--- config.mk ---
export PLATFORM = sky130hd
export DESIGN_NAME = addsub_arbiter
export DESIGN_NICKNAME = d
export VERILOG_FILES = /design/src/rtl/addsub_arbiter.sv
export SDC_FILE = /design/constraint.sdc
export NUM_CORES = 1
export LEC_CHECK = 0
export ABC_AREA = 1
export BUFFER_PORTS_ARGS = -buffer_cell sky130_fd_sc_hd__buf_4
export CORE_ASPECT_RATIO = 2
export CORE_MARGIN = 3
export CORE_UTILIZATION = 40
export CTS_CLUSTER_DIAMETER = 200
export CTS_CLUSTER_SIZE = 16
export DETAILED_ROUTE_END_ITERATION = 12
export PLACE_DENSITY = 0.7
export SETUP_SLACK_MARGIN = 0.05
export SLEW_MARGIN = 5
export SYNTH_ARGS = -nofsm -noshare
export SYNTH_HDL_FRONTEND = slang
export SYNTH_SLANG_ARGS = --single-unit
--- constraint.sdc ---
create_clock -name clk -period 1.5 [get_ports clk]
set_input_delay 0.075 -clock clk [delete_from_list [all_inputs] [get_ports clk]]
set_output_delay 0.075 -clock clk [all_outputs]
set_load 0.005 [all_outputs]
--- src/rtl/addsub_arbiter.sv ---
// addsub_arbiter: round-robin sharing of one combinational sign-magnitude
// add/subtract unit between two requesters, one operation in flight at a time.
module addsub_arbiter #(
  parameter int unsigned WIDTH   = 4,
  parameter bit          RR_INIT = 1'b0
) (
  input  logic             clk,
  input  logic             rst_n,
  input  logic             req0,
  input  logic             req1,
  input  logic             op0,
  input  logic             op1,
  input  logic [WIDTH-1:0] a0,
  input  logic [WIDTH-1:0] a1,
  input  logic [WIDTH-1:0] b0,
  input  logic [WIDTH-1:0] b1,
  output logic             ack0,
  output logic             ack1,
  output logic [WIDTH-1:0] res,
  output logic             res_sign,
  output logic             res_carry,
  output logic             res_id,
  output logic             res_valid,
  output logic             busy,
  output logic [WIDTH-1:0] du_a,
  output logic [WIDTH-1:0] du_b,
  output logic             du_ctr,
  input  logic [WIDTH-1:0] du_s,
  input  logic             du_sign,
  input  logic             du_c1
);

  typedef enum logic [1:0] {
    IDLE    = 2'd0,
    ISSUE   = 2'd1,
    CAPTURE = 2'd2,
    DONE    = 2'd3
  } state_t;

  state_t state;
  logic   ptr;
  logic   grant1_c;

  // Requester 1 wins when it is alone or when both ask and it holds priority.
  assign grant1_c = req1 & (~req0 | ptr);

  // Arbitration FSM with all outputs registered; acks are single-cycle pulses.
  always_ff @(posedge clk) begin
    if (!rst_n) begin
      state     <= IDLE;
      ptr       <= RR_INIT;
      ack0      <= 1'b0;
      ack1      <= 1'b0;
      res       <= '0;
      res_sign  <= 1'b0;
      res_carry <= 1'b0;
      res_id    <= 1'b0;
      res_valid <= 1'b0;
      busy      <= 1'b0;
      du_a      <= '0;
      du_b      <= '0;
      du_ctr    <= 1'b0;
    end else begin
      ack0      <= 1'b0;
      ack1      <= 1'b0;
      res_valid <= 1'b0;
      case (state)
        IDLE: begin
          if (req0 | req1) begin
            du_ctr <= grant1_c ? op1 : op0;
            du_a   <= grant1_c ? a1 : a0;
            du_b   <= grant1_c ? b1 : b0;
            res_id <= grant1_c;
            busy   <= 1'b1;
            state  <= ISSUE;
          end
        end
        ISSUE: begin
          state <= CAPTURE;
        end
        CAPTURE: begin
          res       <= du_s;
          res_sign  <= du_sign;
          res_carry <= du_c1;
          state     <= DONE;
        end
        DONE: begin
          ack0      <= ~res_id;
          ack1      <= res_id;
          res_valid <= 1'b1;
          ptr       <= ~res_id;
          busy      <= 1'b0;
          state     <= IDLE;
        end
        default: begin
          state <= IDLE;
        end
      endcase
    end
  end

endmodule

# Yosys cells after proc, flatten, opt, wreduce, memory -nomap -nowiden
# Cells that the tools add are included.
[totals] word_cells=35 in_bits=28 ff_bits=23 output_inout_bits=20
[classes] n_bitwise=5 mux=8 n_reduce_logical=5 eq_ne=4
[ops] op="$mux W4" n=2
[ops] op="$pmux W2 S4" n=1
[ops] op="$reduce_and A2 Y1" n=3
[ops] op="$eq A2 B2 Y1 const B" n=2
[ops] op="$mux W1" n=3
[ops] op="$eq A2 B1 Y1 const B" n=1
[ops] op="$logic_not A2 Y1" n=1
[ops] op="$mux W2" n=1
[ops] op="$ne A2 B2 Y1 const B" n=1
[ops] op="$not A1 Y1" n=2
[ops] op="$or A1 B1 Y1" n=2
[ops] op="$pmux W1 S2" n=1
[ops] op="$reduce_bool A2 Y1" n=1
[ops] op="$and A1 B1 Y1" n=1

# Logic depth before layout (Yosys ltp)
[depth] word_depth=4 ltp_mapped=7 ltp_nobuf=7

# Least setup slack after synthesis
# No wires, ideal clock.
[synth_timing] path_type="reg-to-reg" start="register state[0]" end="register busy" path_slack_ps=297 arrival_ps=1088 path_stages_with_launch=6 t_required_ps=1385 period_less_slack_ps=1203 path_cell_list="dfxtp_1 inv_1 ha_1 or2_1 a21oi_1 nor2_1"
[synth_via] elab_chain_cells=3 word_cells_on_any_way=6
[synth_lines] element="start, declared" line="40" source="state_t state;"
[synth_lines] element="start signal, assigned" line="50" source="state <= IDLE;"
[synth_lines] element="start signal, assigned" line="75" source="state <= ISSUE;"
[synth_lines] element="start signal, assigned" line="79" source="state <= CAPTURE;"
[synth_lines] element="$eq A2 B2 Y1 / $logic_not A2 Y1 (equally long branches)" line="67" source="case (state)"
[synth_lines] element="$reduce_bool A2 Y1 (no source line) / $ne A2 B2 Y1 (equally long branches)"
[synth_lines] element="$reduce_and A2 Y1 (no source line)"
[synth_lines] element="end signal, assigned" line="59" source="busy <= 1'b0;"
[synth_lines] element="end signal, assigned" line="74" source="busy <= 1'b1;"
[synth_lines] element="end signal, assigned" line="92" source="busy <= 1'b0;"
[synth_lines] element="end, declared" line="24" source="output logic busy,"
# Parallel ways exist; a longest one is shown, timed or not.
# A chain may end at the register's enable or synchronous reset.

# Worst setup path in the final report
[layout_timing] start="register state[0]" end="register du_b[3]"
[layout_via] elab_chain_cells=2
[layout_lines] element="$logic_not A2 Y1" line="67"
[layout_lines] element="$reduce_and A2 Y1 (no source line)"
[layout_lines] element="end signal, assigned" line="72" source="du_b <= grant1_c ? b1 : b0;"
[layout_lines] element="end, declared" line="26" source="output logic [WIDTH-1:0] du_b,"
# Every way passes these cells.

==> impl_results.md <==
* Placer congestion estimate at 0.753
* Row cnt at 26
* Die W at 42.6 um
* # DRC at 0
* CP Capture Type: flop
* Flops & latches, synth at 23
* R2R cell count at 7
* Reg clk slew, reported paths at ~0.08 ns
* Root Buffer: clkbuf_8
* Most common cell after layout, fill and taps aside: buf_4
* Hold path depth at 3
* Clock skew at 0.00215 ns
* Syn_nets at around 180
* Max transition margin at about 75%
* Cell Chain, Critical Path: inv_1 -> ha_2 -> o21ai_2 -> buf_6 -> a21oi_2 -> nand2_1 -> inv_1
* Final ANT Viol Nets at 0
* Leak at roughly 0.8 nW
* DR iter-0 viols at 17
* Clock share of power at between 10% and 20%
* Hold WS at 0.0282 ns
* Sequential area share after synthesis at 42.9%
* Critical Path RT at 1.67 ns
* Internal cell power at roughly 0.0015 W
* Clk_lat worst skew at ~0.26 ns
* Setup CP Type: flop to flop
* Final hold vios at 0
* Slowest CP cell: dfxtp_1
* Postcts setup bufs at 0
* P&R area growth vs syn at 39.9%
* Final design utilization at ~60%
* PwrDens at between 1500 and 2000 mW/mm2
* Drt wl/cell at 11.9 um
* Initial antenna violation count at 0
* Clock buffer depth at 2
* Clock sinks at 23
* Yosys warns at 0
* CP most frequent cell: inv_1
* Vias in the first global route at between 1000 and 1500
* Die H at approximately 79 um
* DIE AREA at 0.00338 mm2
* CTS Buf Count at 3
* Fraction of layout cells with a size suffix above 1 at about 34%
* Final min period at 1.31 ns
* Placed Cells at 220
* Hold bufs inserted after CTS at 0
* Port Buf Inserts at 47
* Netlist cell types at 18
* Register share of total power at approximately two fifths
* Net Sw Frac at a little over a third
* Total Routed Length at about 2.7 mm
* Overall routing resource usage at ~17%
* H-tree Lvls at 1
* Combinational power share at 44.7%
* Fin crit share at between 80% and 90%
* CP Launch Type: flop
* Sw Pwr at about 0.00085 W
* First-pass GRT wire length at 4.60 mm
* Worst slew pin tran at around 0.37 ns
* Peak VDD IR at 0.800 mV
* HPWL after DPL at between 2 and 2.5 mm
* Vias post-DR at approximately 1100
* CP Max Fanout at 6
* TritonRoute pass-1 iters at 4
* Final setup vio count at 0
* RSZ-0062 raised after global routing: false
* Mean Syn Cell Area at about 7.3 um2
* Ant diodes at 0
* Largest net degree at the start of global routing at 14
* CP Data Arrival Time at around 1.5 ns
* Total gr overflow at 0
* Achievable clock frequency at approximately 760 MHz
* Setup TNS at 0 ns
* Slew Viols, Final at 0
* Min-Delay Path Class: input pin to flop
* Most frequent cells in the layout: buf_4 (49), inv_1 (26), nand2_1 (24), dfxtp_1 (23), nand3_1 (20)
* Initial Util at a little over two fifths
* Total Nets Final at between 200 and 250
* Core area at 0.00257 mm2
* Vias/cell at slightly below 5
* Fin cells at 224
* CTS tree: done
* IO Pins at between 40 and 50
* Maxcap violations at 0
* Synth Cell Area at 0.00107 mm2
* Crit path largest cell delay at ~0.39 ns
* Run status: completed
* Mapped Cells at ~150
[per-stage QoR]
stage               cell area [um2]  worst slack, ns  power (W)
finish                         1500            0.192    0.00234
global route                   1500            0.111    0.00253
CTS                            1500           0.0826    0.00236
detailed placement             1450           0.0931    0.00197
global placement               1450            0.176    0.00192
floorplan                      1070            0.297    0.00153
[logic make-up (layout without fill, tap and decap cells)]
family / count (synthesis) / after routing / synth area share [%]
buffers and inverters: 32 / 81 / 12.6
AND/OR/NAND/NOR: 67 / 67 / 26.6
adder cells (fa/ha/maj): 4 / 4 / 4.66
AO/OA/AOI/OAI: 21 / 21 / 13.3
flip-flops: 23 / 23 / 42.9
[sequential cells by signal, summed over array words and instances, names as in the netlist]
name and count:
du_b 4, res 4, res_id 1, busy 1, ack1 1, state 2
res_sign 1, du_ctr 1, res_valid 1, ack0 1, du_a 4, ptr 1
res_carry 1
[critical path, delay by kind of cell, from the launching register on]
family / cells / cell delay [ns]
compound gates: 2 / 0.22
simple gates: 1 / 0.06
flops: 1 / 0.39
fa+ha+maj: 1 / 0.22
buf+inv: 3 / 0.32
[Yosys cell counts (all sizes together)]
library cell	count	area [um2]
a21oi	12	93.8
buf	5	33.8
nand3	20	100
or2	2	12.5
dfxtp	23	460
nor3	1	5.00
nand2	25	96.4
o21ai	9	48.8
nor2	19	71.3
ha	4	50.1
inv	27	101
[timing repair]
action | 4_1_cts | 5_1_grt
resized for setup | 0 | 2
endpoints found under the hold margin | 0 | 0
setup endpoints to repair | 0 | 7
[layer usage]
metal / GRT usage [%] / share of wire (%) / up-vias
li1: - / - / 553
met1: 16.9 / 38 / 497
met2: 33.1 / 55 / 39
met3: 2.49 / 5.5 / 5
met4: 7.48 / 1.7 / 0
met5: 0 / 0 / -
[worst paths after layout]
path                                       startpoint              endpoint  slack, ns
worst min-delay path                          du_s[3]   res[3]$_SDFFE_PN0N_       0.03
worst max register to register  state[0]$_SDFFE_PN0P_  du_b[3]$_SDFFE_PN0P_       0.19
worst min register to register    res_id$_SDFFE_PN0P_       ack1$_SDFF_PN0_       0.48
worst max-delay path            state[0]$_SDFFE_PN0P_  du_b[3]$_SDFFE_PN0P_       0.19
[power groups by stage]
stage | clock, W | combinational, W | sequential, W
5_1_grt | 0.000414 | 0.00118 | 0.000936
6_report | 0.000382 | 0.00105 | 0.000914
3_3_place_gp | 0 | 0.00100 | 0.000922
2_1_floorplan | 0 | 0.000599 | 0.000929
3_5_place_dp | 0 | 0.00104 | 0.000929
4_1_cts | 0.000399 | 0.00104 | 0.000917
[final cells by class]
cell class / count / area, um2
Tap cell: 28 / 35.0
Multi-Input combinational cell: 92 / 480
Timing Repair Buffer: 50 / 379
Clock buffer: 4 / 45.0
Fill cell: 270 / 1070
Inverter: 27 / 101
Sequential cell: 23 / 460
Power figures use the tool's default switching activity.
